**config.mk**
```make
export PLATFORM = sky130hd
export DESIGN_NAME = ds_syn_integrator
export DESIGN_NICKNAME = d
export VERILOG_FILES = /design/src/rtl/ds_neuro_pkg.sv /design/src/rtl/ds_rr_arbiter.sv /design/src/rtl/ds_syn_integrator.sv
export SDC_FILE = /design/constraint.sdc
export NUM_CORES = 1
export LEC_CHECK = 0
export ABC_AREA = 1
export BUFFER_PORTS_ARGS = -buffer_cell sky130_fd_sc_hd__buf_2
export CORE_MARGIN = 4
export CORE_UTILIZATION = 60
export DETAILED_ROUTE_END_ITERATION = 12
export GPL_ROUTABILITY_DRIVEN = 1
export PLACE_DENSITY_LB_ADDON = 0.08
export SKIP_LAST_GASP = 1
export SYNTH_ARGS = -nofsm -noshare
export SYNTH_HDL_FRONTEND = slang
export SYNTH_HIERARCHICAL = 1
export SYNTH_SLANG_ARGS = --single-unit
```
**constraint.sdc**
```tcl
create_clock -name clk_in -period 14.59 [get_ports clk_in]
set_input_delay 0.7295 -clock clk_in [delete_from_list [all_inputs] [get_ports clk_in]]
set_output_delay 0.7295 -clock clk_in [all_outputs]
set_load 0.02 [all_outputs]
```
**src/rtl/ds_neuro_pkg.sv**
```systemverilog
// ds_neuro_pkg: shared defaults and saturation constant for the synaptic datapath
package ds_neuro_pkg;
    localparam int DW_DEF    = 14;
    localparam int N_SYN_DEF = 4;
    localparam logic [DW_DEF-1:0] SYN_MAX = '1;
endpackage

```
**src/rtl/ds_rr_arbiter.sv**
```systemverilog
// ds_rr_arbiter: one-hot round-robin grant starting the search at rr_ptr
module ds_rr_arbiter #(
    parameter int N = 4,
    localparam int AW = $clog2(N)
) (
    input  logic [N-1:0]  pending,
    input  logic [AW-1:0] rr_ptr,
    output logic [N-1:0]  grant,
    output logic [AW-1:0] index,
    output logic          valid
);
    logic [AW-1:0] idx;
    always_comb begin
        idx   = '0;
        index = '0;
        valid = 1'b0;
        // Scan farthest-first so the hit closest to rr_ptr is the one that sticks
        for (int k = N - 1; k >= 0; k--) begin
            idx = rr_ptr + AW'(k);
            if (pending[idx]) begin
                index = idx;
                valid = 1'b1;
            end
        end
        grant = valid ? (N'(1) << index) : '0;
    end
endmodule

```
**src/rtl/ds_syn_integrator.sv**
```systemverilog
// ds_syn_integrator: arbitrated weight injection into a decaying, saturating synaptic current
module ds_syn_integrator
    import ds_neuro_pkg::*;
#(
    parameter int N_SYN = N_SYN_DEF,
    parameter int DW    = DW_DEF,
    localparam int AW   = $clog2(N_SYN)
) (
    input  logic             clk_in,
    input  logic             reset,
    input  logic [N_SYN-1:0] pre_spike,
    input  logic [DW-1:0]    decay,
    input  logic             w_we,
    input  logic [AW-1:0]    w_addr,
    input  logic [DW-1:0]    w_data,
    input  logic             clr_flags,
    output logic [DW-1:0]    syn_o,
    output logic             sat_o,
    output logic             drop_o
);
    logic [N_SYN-1:0] pending, grant;
    logic [AW-1:0]    rr_ptr, idx;
    logic             valid;
    logic [DW-1:0]    weight [N_SYN];
    logic [2*DW-1:0]  prod;
    logic [DW:0]      sum;
    logic [DW-1:0]    syn_next;
    logic             sat_set, drop_set;

    ds_rr_arbiter #(.N(N_SYN)) u_arb (
        .pending (pending),
        .rr_ptr  (rr_ptr),
        .grant   (grant),
        .index   (idx),
        .valid   (valid)
    );

    always_comb begin
        prod     = {{DW{1'b0}}, syn_o} * {{DW{1'b0}}, decay};
        sum      = {1'b0, prod[2*DW-1:DW]} + (valid ? {1'b0, weight[idx]} : '0);
        sat_set  = sum[DW];
        syn_next = sat_set ? DW'(SYN_MAX) | {DW{1'b1}} : sum[DW-1:0];
        drop_set = |(pre_spike & pending & ~grant);
    end

    // Weight read above sees the pre-edge value, so a same-index write lands afterwards
    always_ff @(posedge clk_in or posedge reset) begin
        if (reset) begin
            syn_o   <= '0;
            sat_o   <= 1'b0;
            drop_o  <= 1'b0;
            pending <= '0;
            rr_ptr  <= '0;
            weight  <= '{default: '0};
        end else begin
            syn_o   <= syn_next;
            sat_o   <= sat_set | (sat_o & ~clr_flags);
            drop_o  <= drop_set | (drop_o & ~clr_flags);
            pending <= (pending & ~grant) | pre_spike;
            if (valid) rr_ptr <= idx + AW'(1);
            if (w_we) weight[w_addr] <= w_data;
        end
    end
endmodule
```
==> key figures <==
Timing
  – Hold Vio Cnt, Final: 0
  – Final setup TNS: 0 ps
  – Final slew viol count: 0
  – Final setup vio count: 0
  – Normalized max-slew margin: 0.285
  – Final worst-path cycle share: 0.507
  – Fmax: 135 MHz
  – Max Clock Skew: 3.79 ps
  – Tightest Pin Transition: 1070 ps
  – Unrepaired setup endpoints after global routing: no
  – Hold WS: 479 ps
  – Min Tclk post-route: 7390 ps

Detailed routing
  – Iter 0 DRT Violations: 465
  – Vias: 9,284
  – Top layer used by detailed routing: met4
  – WL per Instance: 14.3 um
  – Detailed Routing Iterations Pass 1: 5
  – Met2 wire length: 12.6 mm
  – Post-Route M1 WL: 11.2 mm
  – Vias per cell: 5.27
  – WL final: 25.2 mm
  – Met3 WL: 806 um
  – Antenna-violating nets left: 0
  – DRC errors left: 0

Clock tree
  – Clock transition at path regs: 60 ps
  – CTS tree: done
  – Clock Latency Late Sink: 340 ps
  – Htree depth: 3
  – CTS root buffer: clkbuf_16
  – TritonCTS Buffers: 9
  – Clk sinks: 78
  – Max Buffers Root-to-Sink: 2
  – Cts hold-fix bufs: 0
  – # Post-CTS Setup Buffers: 0
  – CTS resizes: 0

Synthesis
  – Mean post-synth cell area: 7.35 um2
  – Syn nets: 1,791
  – Yosys reg bits: 78
  – Sequential-to-total area share from yosys stat: 0.176
  – Yosys cell types: 36
  – Syn Std Cell Area: 0.0111 mm2
  – Yosys warns: 6
  – Post-Syn Instances: 1,508

Die
  – CORE AREA: 0.0181 mm2
  – Initial Util: 0.613
  – IO Count: 54
  – DIE WIDTH: 144 um
  – Die Ht: 144 um
  – Die ar.: 0.0207 mm2
  – Row count: 49

Critical path
  – R2r setup slk: 7200 ps
  – Worst Path Required: 14,750 ps
  – R2R Path End: syn_o[2]
  – Worst r2r src: syn_o[5]
  – Arr. time, crit path: 7550 ps
  – Crit path capture type: flip-flop
  – Setup CP Type: reg2reg
  – CP Max Fanout: 15
  – Setup crit start kind: flip-flop
  – Worst reg2reg path depth: 23

Final layout
  – Final nets: 1,811
  – Most common cell after layout, fill and taps aside: nand2_1
  – Most frequent cells in the layout: nand2_1, inv_1, fa_1
  – Area Overhead vs Synth: 6.25%
  – Share of post-route cells with drive strength above 1: 0.0698
  – Antenna diodes: 0
  – Final Instance Area: 0.0118 mm2
  – Fin util: 0.651

GRT
  – Global-route wire length before repair: 43.5 mm
  – Gr usage total: 0.260
  – Largest net degree at the start of global routing: 79
  – Grt ovf: 0
  – Initial antenna violation count: 0
  – Vias in the first global route: 9,410

Placement
  – Final Wtd Congestion: 0.947
  – DP Area: 0.0115 mm2
  – Port bufs: 53
  – Hpwl dp: 19.8 mm

Worst hold path
  – Hold path cells: 2
  – Worst Hold Class: reg2reg
  – Worst Hold Endpoint: weight[32]
  – Hold path startpoint: weight[32]

Run status
  – Outcome: finished clean

Job
  – Max Cap Viol: 0
[cells in the mapped netlist (all sizes together)]
cell | number | share of area
nor2 | 109 | 0.038
a21o | 9 | 0.0061
a21boi | 1 | 0.00068
o2111ai | 1 | 0.00079
or2 | 2 | 0.0011
fa | 141 | 0.25
xor2 | 7 | 0.0055
a31oi | 5 | 0.0034
nor4 | 3 | 0.0017
buf | 3 | 0.0024
ha | 104 | 0.12
o21ai | 103 | 0.047
nor3 | 8 | 0.0051
clkbuf | 44 | 0.015
inv | 338 | 0.11
o21bai | 6 | 0.0041
nand3b | 2 | 0.0014
nand2 | 429 | 0.15
xnor2 | 3 | 0.0024
nand3 | 55 | 0.028
clkinv | 1 | 0.00034
o211ai | 1 | 0.00068
dfrtp | 78 | 0.18
a21oi | 49 | 0.024
nand4 | 6 | 0.0034
[sequential cells by signal, indices dropped and copies added (netlist names)]
register and cells:
sat_o 1, weight 56, rr_ptr 2, pending 4, drop_o 1, syn_o 14
[worst max-delay path by stage]
| stage | slack, ps | depth (start not counted) | startpoint | end |
|---|---|---|---|---|
| 2_1_floorplan | 7900 | 30 | decay[2] | syn_o[11] |
| 3_3_place_gp | 7250 | 29 | decay[2] | sat_o |
| 3_5_place_dp | 7110 | 26 | decay[2] | syn_o[2] |
| 4_1_cts | 7280 | 24 | syn_o[5] | syn_o[2] |
| 5_1_grt | 6830 | 26 | syn_o[8] | syn_o[2] |
| 6_report | 7200 | 23 | syn_o[5] | syn_o[2] |
[layout make-up]
cell class                      instances  area (um2)
Multi-Input combinational cell       1044        7670
Timing Repair Buffer                   56         288
Fill cell                            1612        6310
Inverter                              339        1270
Clock inverter                          5        57.6
Sequential cell                        78        1950
Tap cell                              229         287
Clock buffer                           11         253
[metal layers]
layer	global-route usage	up-vias
met3	0.0190	50
met2	0.467	206
met4	0.0788	0
li1	-	4578
met5	0	-
met1	0.337	4450
[worst max-delay path, cell delays in order, from the launching register on]
cell and delay [ps]:
dfrtp_1 900, nand2_1 180, fa_1 550, fa_1 410, inv_1 70, fa_1 440
fa_1 500, fa_1 510, inv_1 70, fa_1 490, inv_1 40, ha_1 310
nand2_1 90, nor4_1 570, nand2_1 110, nand2_1 120, xor2_1 230, ha_1 320
nand3_1 100, nand2_2 110, a21oi_4 180, nor3_2 80, nor3_4 600, o21ai_0 230
[stage by stage]
stage / cells / setup slack, ps
after floorplan: 1508 / 7900
after global placement: 1746 / 7250
after detailed placement: 1746 / 7110
after CTS: 1762 / 7280
after global routing: 1762 / 6830
final: 1762 / 7200
[kinds of logic after synthesis]
group / count (synthesis) / share of synthesized area
AND/OR/NAND/NOR: 614 / 0.226
adder cells (fa/ha/maj): 245 / 0.372
AO/OA/AOI/OAI: 175 / 0.0860
buffers and inverters: 386 / 0.132
XOR/XNOR: 10 / 0.00790
flip-flops: 78 / 0.176
Power is left out: the tool's default activity adds up to more than one toggle a clock period on the data nets, which glitch-free logic cannot reach.
